**config.mk**
```make
export PLATFORM = sky130hd
export DESIGN_NAME = demux_1to4
export DESIGN_NICKNAME = d
export VERILOG_FILES = /design/src/rtl/demux_1to4.sv
export SDC_FILE = /design/constraint.sdc
export NUM_CORES = 1
export LEC_CHECK = 0
export CORE_UTILIZATION = 48
export DETAILED_ROUTE_END_ITERATION = 7
export GPL_TIMING_DRIVEN = 0
export PLACE_DENSITY = 0.75
export RECOVER_POWER = 100
export SLEW_MARGIN = 10
export SYNTH_ARGS = -nofsm -noshare
export SYNTH_HDL_FRONTEND = slang
export SYNTH_SLANG_ARGS = --single-unit
export TNS_END_PERCENT = 50
```
**constraint.sdc**
```tcl
create_clock -name clk -period 1.7 [get_ports clk]
set_input_delay 0.425 -clock clk [delete_from_list [all_inputs] [get_ports clk]]
set_output_delay 0.425 -clock clk [all_outputs]
set_load 0.03 [all_outputs]
```
**src/rtl/demux_1to4.sv**
```systemverilog
// 1-to-4 stream demux: each accepted word goes to lane in_sel through a 2-entry FIFO.
// One cycle to the lane head; only a full destination lane drops in_ready.

// 2-entry FIFO with registered head; head reads zero when empty.
// Pop at full frees the slot from the next cycle only.
module demux_fifo2 #(
  parameter int WIDTH = 4
) (
  input  logic             clk,
  input  logic             rst_n,
  input  logic             push,
  input  logic [WIDTH-1:0] push_dat,
  input  logic             pop,
  output logic [WIDTH-1:0] head_dat,
  output logic             head_vld,
  output logic             full
);

  logic [WIDTH-1:0] mem [2];
  logic             wr_ptr;
  logic             rd_ptr;
  logic [1:0]       occ;
  logic             do_push;
  logic             do_pop;

  assign head_vld = (occ != 2'd0);
  assign full     = (occ == 2'd2);
  assign do_pop   = pop && head_vld;
  assign do_push  = push && !full;
  assign head_dat = head_vld ? mem[rd_ptr] : '0;

  always_ff @(posedge clk) begin
    if (!rst_n) begin
      mem[0] <= '0;
      mem[1] <= '0;
      wr_ptr <= 1'b0;
      rd_ptr <= 1'b0;
      occ    <= 2'd0;
    end else begin
      if (do_push) begin
        mem[wr_ptr] <= push_dat;
        wr_ptr      <= ~wr_ptr;
      end
      if (do_pop) begin
        rd_ptr <= ~rd_ptr;
      end
      occ <= occ + {1'b0, do_push} - {1'b0, do_pop};
    end
  end

  a_occ_range: assert property (@(posedge clk) disable iff (!rst_n) occ <= 2'd2);
  a_no_overflow: assert property (@(posedge clk) disable iff (!rst_n) !(push && full));

endmodule

module demux_1to4 #(
  parameter int WIDTH = 4
) (
  input  logic             clk,
  input  logic             rst_n,
  input  logic [WIDTH-1:0] in_data,
  input  logic [1:0]       in_sel,
  input  logic             in_valid,
  output logic             in_ready,
  output logic [WIDTH-1:0] out_a,
  output logic [WIDTH-1:0] out_b,
  output logic [WIDTH-1:0] out_c,
  output logic [WIDTH-1:0] out_d,
  output logic             out_a_valid,
  output logic             out_b_valid,
  output logic             out_c_valid,
  output logic             out_d_valid,
  input  logic             out_a_ready,
  input  logic             out_b_ready,
  input  logic             out_c_ready,
  input  logic             out_d_ready,
  output logic [3:0]       lane_full
);

  logic [3:0]       lane_rdy;
  logic [3:0]       lane_vld;
  logic [3:0]       lane_push;
  logic [WIDTH-1:0] lane_dat [4];

  // Ready depends only on in_sel and registered fullness, never on downstream ready.
  assign in_ready = rst_n && !lane_full[in_sel];
  assign lane_rdy = {out_d_ready, out_c_ready, out_b_ready, out_a_ready};

  for (genvar i = 0; i < 4; i++) begin : g_lane
    assign lane_push[i] = in_valid && in_ready && (in_sel == 2'(i));

    demux_fifo2 #(.WIDTH(WIDTH)) u_fifo (
      .clk      (clk),
      .rst_n    (rst_n),
      .push     (lane_push[i]),
      .push_dat (in_data),
      .pop      (lane_rdy[i]),
      .head_dat (lane_dat[i]),
      .head_vld (lane_vld[i]),
      .full     (lane_full[i])
    );
  end

  assign out_a       = lane_dat[0];
  assign out_b       = lane_dat[1];
  assign out_c       = lane_dat[2];
  assign out_d       = lane_dat[3];
  assign out_a_valid = lane_vld[0];
  assign out_b_valid = lane_vld[1];
  assign out_c_valid = lane_vld[2];
  assign out_d_valid = lane_vld[3];

  a_sel_known: assert property (@(posedge clk) disable iff (!rst_n) in_valid |-> !$isunknown(in_sel));

endmodule

```
==> impl_metrics.toml, run 1 <==
[place]
gp_congestion = 0.7223
dp_hpwl_um = 3332
io_buffers = 36

[worst_setup_path]
cp.arrival_ns = 1.54
crit_fanout = 6
critical_path_class = "flip-flop to output port"
cp.required_ns = 1.27
crit_path_start_kind = "flip-flop"
critPathCaptureType = "output port"

[drt]
route.vias.total = 1758
drtAntennaViolNets = 0
drc = 0
first_iter_violations = 123
via_per_inst = 5.110
post_drt_wl_per_cell_um = 14.61
drt_pass1_iterations = 4
routed_wl_um = 5025

[yosys]
synth_commonest_cells = "edfxtp_1 (32), nor2_1 (31), and2_1 (22)"
yosys_most_used_dff = "edfxtp_1"
syn_area_um2 = 2467
synth-seq-cells = 52
synth_area_leaders = "edfxtp_1 (39%), dfxtp_1 (16%), mux2i_1 (7.7%)"
syn_area_per_cell_um2 = 10.92
synth-edff-count = 32
synth_nets = 244
yosysMostFrequentCell = "edfxtp_1"
yosysTopAreaCell = "edfxtp_1"
netlist_instances = 226
yosysWarnings = 0
ys_types = 29
async_flop_share = 0
yosysTopAreaCellShare = 0.3895
yosysSeqAreaShare = 0.5517

[power]
peakVddDrop_uv = 807.1
p_per_area_nw_per_um2 = 1386
leakage_nw = 1.389

[timing]
slew_viol_final = 0
setup_ws_ns = -0.2605
maxSlewHeadroom = 0.6591
fin_setup_tns_ns = -1.220
min_period_ns = 1.961
finalCritPeriodShare = 1.153
rsz0062_at_grt = "true"
fmax_mhz = 510.1
setup_viol = 17
hold_violations = 0
skew_ns = 0.007608
tightest_slew_ns = 0.5114

[floorplan]
die_x_um = 73.70
fp.dieArea_um2 = 5431
start_util = 0.5089
core_area_um2 = 4848
ios = 38
fp-row-count = 25
die_y_um = 73.70

[cells_and_area]
utilization = 0.6743
diodes = 0
area_growth_pct = 32.51
drive_gt1_frac = 0.3249
nNetsFinal = 294

[grt]
grt_max_degree = 16
grt_use_total = 0.2016
grt_pass1_vias = 1671
grt_pass1_wl_um = 7824
grt_antenna_before_repair = 0
grt_overflow = 0

[clocking]
cts_max_path_buffers = 2
clk-insertion-delay-late_ns = 0.31
cts_htree_levels = 2
numCtsBuffers = 5
cts_root_buf = "clkbuf_8"
clock_sinks = 52
cts_tree = "done"
cts.reportedPaths.clkPinSlew_ns = 0.09

[outcome]
outcome = "finished with violations"
violations = "negative setup slack"

[hold_path]
worstHoldPathType = "primary input to flip-flop"

[job]
drv_cap = 0
cell usage in the layout (no fill, tap or decap), drive strengths merged, types with 7 or more instances in the layout:
cell type       n
and3           14
nor2           31
inv            16
clkdlybuf4s50   7
clkbuf         12
edfxtp         32
mux2i          19
nand2           8
dfxtp          20
clkdlybuf4s15  16
buf            21
xor2            8
and2           22
critical path, stage by stage, from the launching register on:
cell and delay (ns):
dfxtp_4 0.36, nor2b_4 0.15, mux4_2 0.47, nor2_2 0.11, buf_6 0.14
path summary, 6_finish.rpt:
kind                                         from                                    to  slack (ns)  depth (start not counted)
max            g_lane[3].u_fifo.occ[1]$_SDFF_PN0_                              in_ready       -0.26                          4
min                                         rst_n  g_lane[3].u_fifo.wr_ptr$_SDFFE_PN0N_        0.50                          3
max reg2reg    g_lane[3].u_fifo.occ[1]$_SDFF_PN0_    g_lane[3].u_fifo.occ[1]$_SDFF_PN0_       -0.03                          9
min reg2reg  g_lane[0].u_fifo.rd_ptr$_SDFFE_PN0P_                             flip-flop        0.51                          2
state kept, by name, summed over array words and instances, names as in the netlist, named ones only:
| register | cells |
|---|---|
| g_lane.u_fifo.mem | 32 |
| g_lane.u_fifo.occ | 8 |
| g_lane.u_fifo.wr_ptr | 4 |
| g_lane.u_fifo.rd_ptr | 4 |
per-layer routing:
layer  share of wire  global-route usage  up-vias  wire, um
met2            0.51              0.3517       45      2564
li1                -                   -      872         -
met5               0                   0        -         0
met4           0.017             0.08974        0        85
met1            0.43              0.2353      833      2160
met3           0.043             0.04664        8       214
what timing repair did:
item | in CTS | in global routing
endpoints found under the hold margin | 0 | 0
resized for setup | 124 | 21
hold buffers | 0 | 0
buffers inserted | 7 | 4
pin swaps | 4 | 4
endpoints found under the setup margin | 86 | 57
power by group:
| part | internal [W] | switching, W | total, W |
|---|---|---|---|
| Clock | 0.000378 | 0.000390 | 0.000768 |
| Sequential | 0.00156 | 0.000214 | 0.00178 |
| Combinational | 0.000877 | 0.00111 | 0.00199 |
final cells by class:
| cell class | instances | area [um^2] |
|---|---|---|
| Multi-Input combinational cell | 147 | 1157 |
| Timing Repair Buffer | 47 | 439.2 |
| Tap cell | 67 | 83.83 |
| Clock buffer | 7 | 97.59 |
| Fill cell | 371 | 1579 |
| Sequential cell | 52 | 1381 |
| Buffer | 7 | 45.04 |
| Inverter | 16 | 60.06 |
| Clock inverter | 1 | 5.005 |
kinds of logic after synthesis:
group                    after synthesis  synth area share
AND/OR/NAND/NOR                      100            0.2201
XOR/XNOR                               8           0.02840
AO/OA/AOI/OAI                         14           0.03803
adder cells (fa/ha/maj)                5           0.02535
multiplexers                          20           0.08773
buffers and inverters                 27           0.04868
flip-flops                            52            0.5517
through the flow:
step	setup slack [ns]	cell area, um^2	instances	total power, W	hold WS, ns
2_1_floorplan	-0.002537	2470	226	0.002889	0.4688
3_3_place_gp	-1.085	2914	329	0.003461	0.4844
3_5_place_dp	-1.082	2914	329	0.003508	0.4890
4_1_cts	-0.2964	3178	340	0.004414	0.4913
5_1_grt	-0.2951	3269	344	0.004776	0.5401
6_report	-0.2605	3269	344	0.004530	0.5024
Power figures use the tool's default switching activity.
==> inputs of run 2 (changes only) <==
--- a/config.mk
+++ b/config.mk
@@ -5,10 +5,12 @@
 export SDC_FILE = /design/constraint.sdc
 export NUM_CORES = 1
 export LEC_CHECK = 0
-export CORE_UTILIZATION = 48
+export CELL_PAD_IN_SITES_DETAIL_PLACEMENT = 1
+export CELL_PAD_IN_SITES_GLOBAL_PLACEMENT = 2
+export CORE_UTILIZATION = 31
 export DETAILED_ROUTE_END_ITERATION = 7
 export GPL_TIMING_DRIVEN = 0
-export PLACE_DENSITY = 0.75
+export PLACE_DENSITY_LB_ADDON = 0.1
 export RECOVER_POWER = 100
 export SLEW_MARGIN = 10
 export SYNTH_ARGS = -nofsm -noshare
==> run 2 against run 1 <==
Against the previous run:
- largest cell class unchanged
- first-iteration DRC count down 81%
- wire length is 11% higher
- clock skew rose by 0.0018 ns
- sequential power about the same
- register-to-register slack worse by 0.08 ns
- the run still ends with negative setup slack left
- worst hold slack better by 0.0063 ns
==> impl_metrics.toml, run 2 (synthesis gave the netlist of run 1 again) <==
[outcome]
outcome = "finished with violations"
violations = "negative setup slack"

[drt]
drt_pass1_iterations = 4
drc = 0
routed_wl_um = 5600
post_drt_wl_per_cell_um = 14.55
first_iter_violations = 23
via_per_inst = 4.636
route.vias.total = 1785
drtAntennaViolNets = 0

[cells_and_area]
diodes = 0
utilization = 0.4419
layoutNonFillerInstCount = 385
layout_common_cells = "edfxtp_1 (32), nor2_1 (25), and2_1 (22), mux2i_1 (19), buf_4 (16)"
top_register = "g_lane.u_fifo.mem"
drive_gt1_frac = 0.3357
nFillCells = 838
layout_commonest_cell = "edfxtp_1"
area_growth_pct = 38.39
largest_reg_flops = 32
largestRegisters = "g_lane.u_fifo.mem (32), g_lane.u_fifo.occ (8)"
nNetsFinal = 300

[clocking]
cts_tree = "done"
hold_buffers = 0
cts.reportedPaths.clkPinSlew_ns = 0.09
cts_root_buf = "clkbuf_8"
clock_sinks = 52
cts_max_path_buffers = 2
clk-insertion-delay-late_ns = 0.30
numCtsBuffers = 5
cts_htree_levels = 2

[job]
drv_cap = 0

[floorplan]
die_y_um = 91.22
die_x_um = 91.22
ios = 38
core_area_um2 = 7727
fp-row-count = 32
start_util = 0.3193
fp.dieArea_um2 = 8320

[timing]
hold_violations = 0
fin_setup_tns_ns = -1.143
maxSlewHeadroom = 0.5973
fin_hold_ws_ns = 0.5087
tightest_slew_ns = 0.6041
setup_ws_ns = -0.2616
fmax_mhz = 509.8
min_period_ns = 1.962
finalCritPeriodShare = 1.154
slew_viol_final = 0
skew_ns = 0.009454
rsz0062_at_grt = "true"
setup_viol = 14

[grt]
grt_overflow = 0
grt_pass1_wl_um = 9128
grt_antenna_before_repair = 0
grt_max_degree = 15
grt_use_total = 0.1450
grt_pass1_vias = 1819

[hold_path]
worstHoldPathType = "flip-flop to flip-flop"

[worst_setup_path]
cp.arrival_ns = 1.54
critical_path_class = "flip-flop to output port"
slowest_delay_ns = 0.47
cp_cell_sequence = "nor2b_4, mux4_2, nor2_2, buf_6"
cp.required_ns = 1.27
slowest_stage = "mux4_2"
critPathCaptureType = "output port"
crit_fanout = 3
crit_path_start_kind = "flip-flop"

[power]
peakVddDrop_uv = 650.7
p_per_area_nw_per_um2 = 1338
leakage_nw = 1.460
total_power_w = 0.004568

[place]
gp_congestion = 0.6814
placed_cells = 364
io_buffers = 36
dp_hpwl_um = 3905
-- run 2: area by class of cell --
cell class / count / area (um^2) / share of cell area
timing repair buffer: 53 / 505.5 / 0.1480
tap: 102 / 127.6 / 0.03738
multi-input combinational: 147 / 1190 / 0.3485
sequential: 52 / 1391 / 0.4075
inverter: 16 / 60.06 / 0.01759
buffer: 7 / 50.05 / 0.01466
clock buffer: 8 / 90.09 / 0.02638
-- run 2: worst paths after layout --
path                                                            from  cells past startpoint                                 end  slack (ns)
worst max-delay path              g_lane[1].u_fifo.occ[1]$_SDFF_PN0_                      4                            in_ready       -0.26
worst min-delay path            g_lane[1].u_fifo.rd_ptr$_SDFFE_PN0P_                      2                           flip-flop        0.51
worst max register to register    g_lane[1].u_fifo.occ[1]$_SDFF_PN0_                      6  g_lane[1].u_fifo.occ[1]$_SDFF_PN0_       -0.11
worst min register to register  g_lane[1].u_fifo.rd_ptr$_SDFFE_PN0P_                      2                           flip-flop        0.51
-- run 2: power by group --
part	switching (W)	total, W	internal, W
clock network	0.000387	0.000720	0.000333
logic	0.00113	0.00205	0.000919
registers	0.000227	0.00180	0.00158
-- run 2: repair_timing --
item	4_1_cts	5_1_grt
endpoints found under the setup margin	93	69
pin swaps	4	5
gates resized for setup	127	30
hold endpoints to repair	0	0
setup buffers	11	6
-- run 2: metal layers --
| layer | up-vias | track usage | wire length (um) |
|---|---|---|---|
| met5 | - | 0 | 0 |
| met4 | 0 | 0.04762 | 68 |
| met3 | 5 | 0.02178 | 128 |
| met2 | 25 | 0.2670 | 2905 |
| met1 | 874 | 0.1714 | 2498 |
| li1 | 881 | - | - |
-- run 2: critical path, delay by kind of cell (launching register included) --
family                 cells  cell delay (ns)
muxes                      1             0.47
and+or+nand+nor            2             0.25
buffers and inverters      1             0.15
DFF                        1             0.36
-- run 2: through the flow --
step	area (um^2)	setup slack, ns
after floorplan	2470	-0.002537
after global placement	2958	-1.063
after detailed placement	2958	-1.049
after CTS	3284	-0.2891
after global routing	3415	-0.3058
final	3415	-0.2616
==> inputs of run 3 (changes only) <==
--- a/config.mk
+++ b/config.mk
@@ -9,6 +9,7 @@
 export CELL_PAD_IN_SITES_GLOBAL_PLACEMENT = 2
 export CORE_UTILIZATION = 31
 export DETAILED_ROUTE_END_ITERATION = 7
+export GPL_ROUTABILITY_DRIVEN = 0
 export GPL_TIMING_DRIVEN = 0
 export PLACE_DENSITY_LB_ADDON = 0.1
 export RECOVER_POWER = 100
==> results of run 3 <==
Same layout as run 2: the final DEF is identical, and so are final timing and power.
